--- src/rtl/fish_pkg.sv ---
// Shared types and screen defaults for the fish position block.
// Build option: FISH_WRAP_EN (screen-edge wrap instead of escape).
package fish_pkg;

  typedef enum logic [1:0] {
    IDLE   = 2'd0,
    SWIM   = 2'd1,
    HOOKED = 2'd2
  } state_t;

  typedef enum logic [1:0] {
    WAY_LEFT  = 2'd0,
    WAY_RIGHT = 2'd1,
    WAY_UP    = 2'd2,
    WAY_HOLD  = 2'd3
  } way_t;

  localparam int DEF_SCREEN_W = 640;
  localparam int DEF_SCREEN_H = 480;

  function automatic logic [9:0] clamp10(
    input logic [9:0] a,
    input logic [9:0] lim
  );
    return (a > lim) ? lim : a;
  endfunction

endpackage

--- src/rtl/fish_if.sv ---
// Signal bundle between the fish mover/VGA side and fish_position.
// Build option: FISH_WRAP_EN affects only the escaped behaviour.
interface fish_if;
  logic [9:0] h;
  logic [9:0] v;
  logic [1:0] way;
  logic       appear;
  logic [2:0] hm;
  logic [2:0] vm;
  logic [9:0] spawn_x;
  logic [9:0] spawn_y;
  logic [9:0] hook_x;
  logic [9:0] hook_y;
  logic       hook_valid;
  logic [9:0] fish_x;
  logic [9:0] fish_y;
  logic       active;
  logic       in_fish;
  logic       caught;
  logic       landed;
  logic       escaped;

  modport master (
    output h, v, way, appear, hm, vm,
    output spawn_x, spawn_y,
    output hook_x, hook_y, hook_valid,
    input  fish_x, fish_y, active,
    input  in_fish, caught, landed, escaped
  );

  modport slave (
    input  h, v, way, appear, hm, vm,
    input  spawn_x, spawn_y,
    input  hook_x, hook_y, hook_valid,
    output fish_x, fish_y, active,
    output in_fish, caught, landed, escaped
  );
endinterface

--- src/rtl/fish_box_hit.sv ---
// Point-in-rectangle test: (px,py) inside [bx,bx+W) x [by,by+H).
// Build option FISH_WRAP_EN has no effect here.
module fish_box_hit #(
  parameter int W = 32,
  parameter int H = 16
) (
  input  logic [9:0] i_px,
  input  logic [9:0] i_py,
  input  logic [9:0] i_bx,
  input  logic [9:0] i_by,
  output logic       o_hit
);
  logic [10:0] w_px, w_py;
  logic [10:0] w_bx, w_by;
  logic        w_hx, w_hy;

  assign w_px = {1'b0, i_px};
  assign w_py = {1'b0, i_py};
  assign w_bx = {1'b0, i_bx};
  assign w_by = {1'b0, i_by};

  assign w_hx = (w_px >= w_bx) &&
                (w_px < w_bx + 11'(W));
  assign w_hy = (w_py >= w_by) &&
                (w_py < w_by + 11'(H));
  assign o_hit = w_hx && w_hy;
endmodule

--- src/rtl/fish_position.sv ---
// Fish position integrator and life cycle (IDLE/SWIM/HOOKED).
// Define FISH_WRAP_EN to wrap at screen edges instead of escaping.
module fish_position
  import fish_pkg::*;
#(
  parameter int SCREEN_W  = DEF_SCREEN_W,
  parameter int SCREEN_H  = DEF_SCREEN_H,
  parameter int FISH_W    = 32,
  parameter int FISH_H    = 16,
  parameter int REEL_STEP = 2
) (
  input logic  clk,
  input logic  rst,
  fish_if.slave bus
);
  localparam logic [10:0] XMAX =
    11'(SCREEN_W - FISH_W);
  localparam logic [10:0] YMAX =
    11'(SCREEN_H - FISH_H);

  state_t     r_state;
  logic [9:0] r_x, r_y;
  logic       r_caught;
  logic       r_landed;
  logic       r_escaped;
  logic       r_in_fish;

  logic        w_active;
  logic        w_hook_hit;
  logic        w_pix_hit;
  logic [10:0] w_x11, w_y11;
  logic [10:0] w_hm11, w_vm11;
  logic        w_bound;
  logic [9:0]  w_y_reel;

  assign w_active = (r_state != IDLE);
  assign w_x11  = {1'b0, r_x};
  assign w_y11  = {1'b0, r_y};
  assign w_hm11 = {8'b0, bus.hm};
  assign w_vm11 = {8'b0, bus.vm};

  always_comb begin
    w_bound = 1'b0;
    unique case (bus.way)
      WAY_LEFT:  w_bound = w_hm11 > w_x11;
      WAY_RIGHT: w_bound = (w_x11 + w_hm11) > XMAX;
      WAY_UP:    w_bound = w_vm11 > w_y11;
      default:   w_bound = 1'b0;
    endcase
  end

  // Saturating reel-up; landing is judged on this updated row
  assign w_y_reel = (r_y < 10'(REEL_STEP)) ?
    10'd0 : r_y - 10'(REEL_STEP);

  fish_box_hit #(.W(FISH_W), .H(FISH_H)) u_hook (
    .i_px (bus.hook_x),
    .i_py (bus.hook_y),
    .i_bx (r_x),
    .i_by (r_y),
    .o_hit(w_hook_hit)
  );

  fish_box_hit #(.W(FISH_W), .H(FISH_H)) u_pix (
    .i_px (bus.h),
    .i_py (bus.v),
    .i_bx (r_x),
    .i_by (r_y),
    .o_hit(w_pix_hit)
  );

  always_ff @(posedge clk or posedge rst) begin
    if (rst) begin
      r_state   <= IDLE;
      r_x       <= '0;
      r_y       <= '0;
      r_caught  <= 1'b0;
      r_landed  <= 1'b0;
      r_escaped <= 1'b0;
      r_in_fish <= 1'b0;
    end else begin
      r_caught  <= 1'b0;
      r_landed  <= 1'b0;
      r_escaped <= 1'b0;
      r_in_fish <= w_active && w_pix_hit;
      unique case (r_state)
        IDLE: begin
          if (bus.appear) begin
            r_x <= clamp10(bus.spawn_x, XMAX[9:0]);
            r_y <= clamp10(bus.spawn_y, YMAX[9:0]);
            r_state <= SWIM;
          end
        end
        SWIM: begin
          if (!bus.appear) begin
            r_state <= IDLE;
          end else if (bus.hook_valid && w_hook_hit) begin
            r_caught <= 1'b1;
            r_state  <= HOOKED;
          end else if (w_bound) begin
`ifdef FISH_WRAP_EN
            unique case (bus.way)
              WAY_LEFT:  r_x <= XMAX[9:0];
              WAY_RIGHT: r_x <= '0;
              WAY_UP:    r_y <= YMAX[9:0];
              default:   ;
            endcase
`else
            r_escaped <= 1'b1;
            r_state   <= IDLE;
`endif
          end else begin
            unique case (bus.way)
              WAY_LEFT:  r_x <= r_x - {7'b0, bus.hm};
              WAY_RIGHT: r_x <= r_x + {7'b0, bus.hm};
              WAY_UP:    r_y <= r_y - {7'b0, bus.vm};
              default:   ;
            endcase
          end
        end
        HOOKED: begin
          if (!bus.appear) begin
            r_state <= IDLE;
          end else if (bus.hm != 3'd0) begin
            r_y <= w_y_reel;
            if (w_y_reel == 10'd0) begin
              r_landed <= 1'b1;
              r_state  <= IDLE;
            end
          end
        end
        default: r_state <= IDLE;
      endcase
    end
  end

  assign bus.fish_x  = r_x;
  assign bus.fish_y  = r_y;
  assign bus.active  = w_active;
  assign bus.in_fish = r_in_fish;
  assign bus.caught  = r_caught;
  assign bus.landed  = r_landed;
`ifdef FISH_WRAP_EN
  assign bus.escaped = 1'b0;
`else
  assign bus.escaped = r_escaped;
`endif
endmodule

--- src/flat_wrapper.sv ---
// flat-port wrapper written by rule: the top's interface ports become plain ports
module fish_position_flat import fish_pkg::*;
#(
  parameter int SCREEN_W  = DEF_SCREEN_W,
  parameter int SCREEN_H  = DEF_SCREEN_H,
  parameter int FISH_W    = 32,
  parameter int FISH_H    = 16,
  parameter int REEL_STEP = 2
)
  (clk, rst, bus_h, bus_v, bus_way, bus_appear, bus_hm, bus_vm, bus_spawn_x, bus_spawn_y, bus_hook_x, bus_hook_y, bus_hook_valid, bus_fish_x, bus_fish_y, bus_active, bus_in_fish, bus_caught, bus_landed, bus_escaped);
  fish_if bus_i ();
  input logic clk;
  input logic rst;
  input wire logic [$bits(bus_i.h)-1:0] bus_h;
  input wire logic [$bits(bus_i.v)-1:0] bus_v;
  input wire logic [$bits(bus_i.way)-1:0] bus_way;
  input wire logic [$bits(bus_i.appear)-1:0] bus_appear;
  input wire logic [$bits(bus_i.hm)-1:0] bus_hm;
  input wire logic [$bits(bus_i.vm)-1:0] bus_vm;
  input wire logic [$bits(bus_i.spawn_x)-1:0] bus_spawn_x;
  input wire logic [$bits(bus_i.spawn_y)-1:0] bus_spawn_y;
  input wire logic [$bits(bus_i.hook_x)-1:0] bus_hook_x;
  input wire logic [$bits(bus_i.hook_y)-1:0] bus_hook_y;
  input wire logic [$bits(bus_i.hook_valid)-1:0] bus_hook_valid;
  output wire logic [$bits(bus_i.fish_x)-1:0] bus_fish_x;
  output wire logic [$bits(bus_i.fish_y)-1:0] bus_fish_y;
  output wire logic [$bits(bus_i.active)-1:0] bus_active;
  output wire logic [$bits(bus_i.in_fish)-1:0] bus_in_fish;
  output wire logic [$bits(bus_i.caught)-1:0] bus_caught;
  output wire logic [$bits(bus_i.landed)-1:0] bus_landed;
  output wire logic [$bits(bus_i.escaped)-1:0] bus_escaped;
  assign bus_i.h = bus_h;
  assign bus_i.v = bus_v;
  assign bus_i.way = bus_way;
  assign bus_i.appear = bus_appear;
  assign bus_i.hm = bus_hm;
  assign bus_i.vm = bus_vm;
  assign bus_i.spawn_x = bus_spawn_x;
  assign bus_i.spawn_y = bus_spawn_y;
  assign bus_i.hook_x = bus_hook_x;
  assign bus_i.hook_y = bus_hook_y;
  assign bus_i.hook_valid = bus_hook_valid;
  assign bus_fish_x = bus_i.fish_x;
  assign bus_fish_y = bus_i.fish_y;
  assign bus_active = bus_i.active;
  assign bus_in_fish = bus_i.in_fish;
  assign bus_caught = bus_i.caught;
  assign bus_landed = bus_i.landed;
  assign bus_escaped = bus_i.escaped;
  fish_position #(.SCREEN_W(SCREEN_W), .SCREEN_H(SCREEN_H), .FISH_W(FISH_W), .FISH_H(FISH_H), .REEL_STEP(REEL_STEP)) u_core (.clk(clk), .rst(rst), .bus(bus_i));
endmodule
--- config.mk ---
export PLATFORM = sky130hd
export DESIGN_NAME = fish_position_flat
export DESIGN_NICKNAME = d
export VERILOG_FILES = /design/src/rtl/fish_pkg.sv /design/src/rtl/fish_if.sv /design/src/rtl/fish_box_hit.sv /design/src/rtl/fish_position.sv /design/src/flat_wrapper.sv
export SDC_FILE = /design/constraint.sdc
export NUM_CORES = 1
export LEC_CHECK = 0
export CAP_MARGIN = 25
export CORE_MARGIN = 2
export CORE_UTILIZATION = 40
export DETAILED_ROUTE_END_ITERATION = 6
export PLACE_DENSITY = 0.77
export SKIP_CTS_REPAIR_TIMING = 1
export SLEW_MARGIN = 30
export SYNTH_ARGS = -nofsm -noshare
export SYNTH_HDL_FRONTEND = slang
export SYNTH_SLANG_ARGS = --single-unit
--- constraint.sdc ---
create_clock -name clk -period 6.2 [get_ports clk]
set_input_delay 0.93 -clock clk [delete_from_list [all_inputs] [get_ports clk]]
set_output_delay 0.93 -clock clk [all_outputs]
set_load 0.02 [all_outputs]
==> results.json <==
{
  "status": "finished, final reports clean",
  "setup_tns_ns": 0,
  "synth.avg_cell_area_um2": 8.27,
  "period_needed_ns": 4.36,
  "synthMuxAreaShare_pct": 3.17,
  "firstDrtPassIters": 5,
  "required_ns": 6.38,
  "cp-start-kind": "flip-flop",
  "track_usage_pct": 22.2,
  "nFillCells": 1029,
  "syn_nets": 679,
  "async_reset_ff_share_pct": 100,
  "grt_use_met3_pct": 2.53,
  "wl_mm": 13.0,
  "setup_viol": 0,
  "path_class": "flip-flop to flip-flop",
  "io_pins": 97,
  "drc": 0,
  "clk_pin_slew_ns": 0.10,
  "synth_compound_area_share_pct": 25.5,
  "grt_pass1_vias": 4554,
  "insertion_delay_ns": 0.29,
  "synth_seq_area_share_pct": 15.0,
  "area_growth_syn_to_layout_pct": 25.7,
  "crit_path_end_kind": "flip-flop",
  "synth_top_family_by_area": "compound AO/OA/AOI/OAI gates",
  "postPlaceCellArea_um2": 5390,
  "min-delay-start": "u_core.r_state[1]",
  "crit_top_cell": "nand3_1",
  "hold_class": "flip-flop to flip-flop",
  "htreeDepth": 1,
  "ys_top_cells_by_area": "ha_1 23%, dfrtp_1 15%, inv_1 3.7%",
  "synthFlopType": "dfrtp_1",
  "synthAdderAreaFrac_pct": 24.2,
  "num_rows": 38,
  "worst_pin_slew_ns": 0.924,
  "dpl.hpwl_mm": 10.6,
  "maxCapViolations": 0,
  "synth_most_common_cell": "ha_1",
  "fmax_ghz": 0.229,
  "synthTopCellsByCount": "79 x ha_1, 43 x inv_1, 38 x nand2_1",
  "initial_utilization_pct": 40.6,
  "die_w_um": 108,
  "antenna_found_initial": 0,
  "cp_slowest_cell": "a2111oi_0",
  "use_met2_pct": 41.6,
  "ff2ff_path_depth": 11,
  "fin_worst_skew_ns": 0.00839,
  "p_per_area_nw_per_um2": 418,
  "met1_usage_pct": 27.4,
  "tritoncts": "built",
  "n_antenna_cell": 0,
  "seqCellArea_um2": 651,
  "drt-wirelength-per-cell_um": 17.4,
  "cp_max_fo": 13,
  "drtIter0Drc": 250,
  "cts_sinks": 26,
  "rsz0062_at_grt": "false",
  "vias": 4483,
  "p_leak_nw": 2.29,
  "synth_top_cell_area_share_pct": 22.8,
  "grt_max_degree": 27,
  "vias_per_cell": 6.01,
  "io_buffers": 96,
  "grt_pass1_wl_mm": 21.2,
  "slowest_delay_ns": 0.67,
  "yosys.area.top_type": "ha_1",
  "fp.dieArea_um2": 11700,
  "yosysWarnings": 0,
  "holdWs_ns": 0.608,
  "finalHoldViolCount": 0,
  "final_area_um2": 5460,
  "clk_path_buf_depth": 2,
  "synthSimpleGateAreaFrac_pct": 22.7,
  "synth_seq_cells": 26,
  "drtAntennaViolNets": 0,
  "syn-cell-area_um2": 4340,
  "ir_drop_mv": 0.231,
  "synth-xor-area-share_pct": 3.43,
  "cts_made_buffers": 3,
  "die_h_um": 108,
  "worstSetupStartpoint": "u_core.bus.fish_y[8]",
  "place_congestion": 0.875,
  "overflow": 0,
  "multi_input_area_um2": 3430,
  "min_path_cells": 1,
  "nNetsFinal": 761,
  "arrival_ns": 4.54,
  "report.final.slew_viol_count": 0,
  "relSlewSlack_pct": 38.4,
  "gr-max-usage-layer": "met2",
  "synth_edf_count": 0,
  "coreArea_um2": 10700,
  "cp_cell_sequence": "inv_1 > nor3_1 > nand3_1 > xnor2_1 > ha_1 > a2111oi_0 > nand2_1 > o31ai_1 > nand3_1 > a31oi_4 > mux2_1",
  "r2r_start": "u_core.bus.fish_y[8]",
  "layout-drive-gt1-share_pct": 4.29,
  "cts_root_buf": "clkbuf_8",
  "synth_cells": 525,
  "fin_util_pct": 51.0,
  "fin_crit_sh_pct": 70.3,
  "ys_types": 73
}
[power breakdown]
group | leakage [nW] | total [mW] | internal, mW | switching [mW]
sequential | 0.329 | 0.409 | 0.234 | 0.175
clock | 0.0357 | 0.150 | 0.0867 | 0.0628
combinational | 1.92 | 1.72 | 0.776 | 0.946
[critical path, delay by kind of cell (launching register included)]
family / cells / cell delay [ns]
and+or+nand+nor: 4 / 0.94
xor gates and xnor gates: 1 / 0.23
AOI/OAI and AO/OA: 3 / 1.58
muxes: 1 / 0.36
adders and majority gates: 1 / 0.29
DFF: 1 / 0.62
buffers and inverters: 1 / 0.23
[path summary, 6_finish.rpt]
kind	endpoint	slack, ns
max	u_core.bus.fish_x[0]	1.84
min	u_core.r_state[1]	0.61
max reg2reg	u_core.bus.fish_x[0]	1.84
min reg2reg	u_core.r_state[1]	0.61
max in group asynchronous	u_core.r_state[1]	4.79
min in group asynchronous	u_core.bus.in_fish	1.02
[final cells by class]
cell class	count	area share, %
Tap cell	140	3.21
Sequential cell	26	11.9
Inverter	44	3.03
Clock buffer	3	0.757
Timing Repair Buffer	97	17.7
Clock inverter	1	0.550
Multi-Input combinational cell	435	62.8
[metal layers]
metal	up-vias	part of all wire, %
met5	-	0
met4	0	1.5
met3	25	6.4
met2	187	50
met1	2122	43
li1	2149	-
[cell families after synthesis]
| kind of cell | after synthesis |
|---|---|
| buffers and inverters | 64 |
| adder cells (fa/ha/maj) | 82 |
| AO/OA/AOI/OAI | 146 |
| multiplexers | 13 |
| XOR/XNOR | 17 |
| flip-flops | 26 |
| AND/OR/NAND/NOR | 177 |
[sequential cells by signal, summed over array words and instances, names as in the netlist]
name	cells
u_core.bus.caught	1
u_core.bus.escaped	1
u_core.bus.fish_x	10
u_core.bus.fish_y	10
u_core.bus.in_fish	1
u_core.bus.landed	1
u_core.r_state	2
[cell usage in the layout, fill, tap and decap left out, types with 6 or more instances in the layout]
cell type	count
nor2_1	28
nand3_1	20
a21o_1	6
dfrtp_1	26
and4_1	6
and2_1	9
nand2b_1	10
a22oi_1	9
o21ai_0	20
inv_1	42
nor2b_1	12
a21oi_1	21
o21a_1	9
xnor2_1	16
nand2_1	38
ha_1	79
clkdlybuf4s50_1	96
and3_1	6
mux2i_1	7
nor3_1	12
nor4_1	10
a211oi_1	11
[metrics by stage]
stage               worst slack (ns)  std cells  power, mW
finish                          1.84        746       2.28
detailed placement              1.77        742       2.10
global route                    1.48        746       2.48
floorplan                       2.73        525       1.60
global placement                1.89        742       2.04
CTS                             1.85        746       2.26
(Power assumes the default switching activity.)
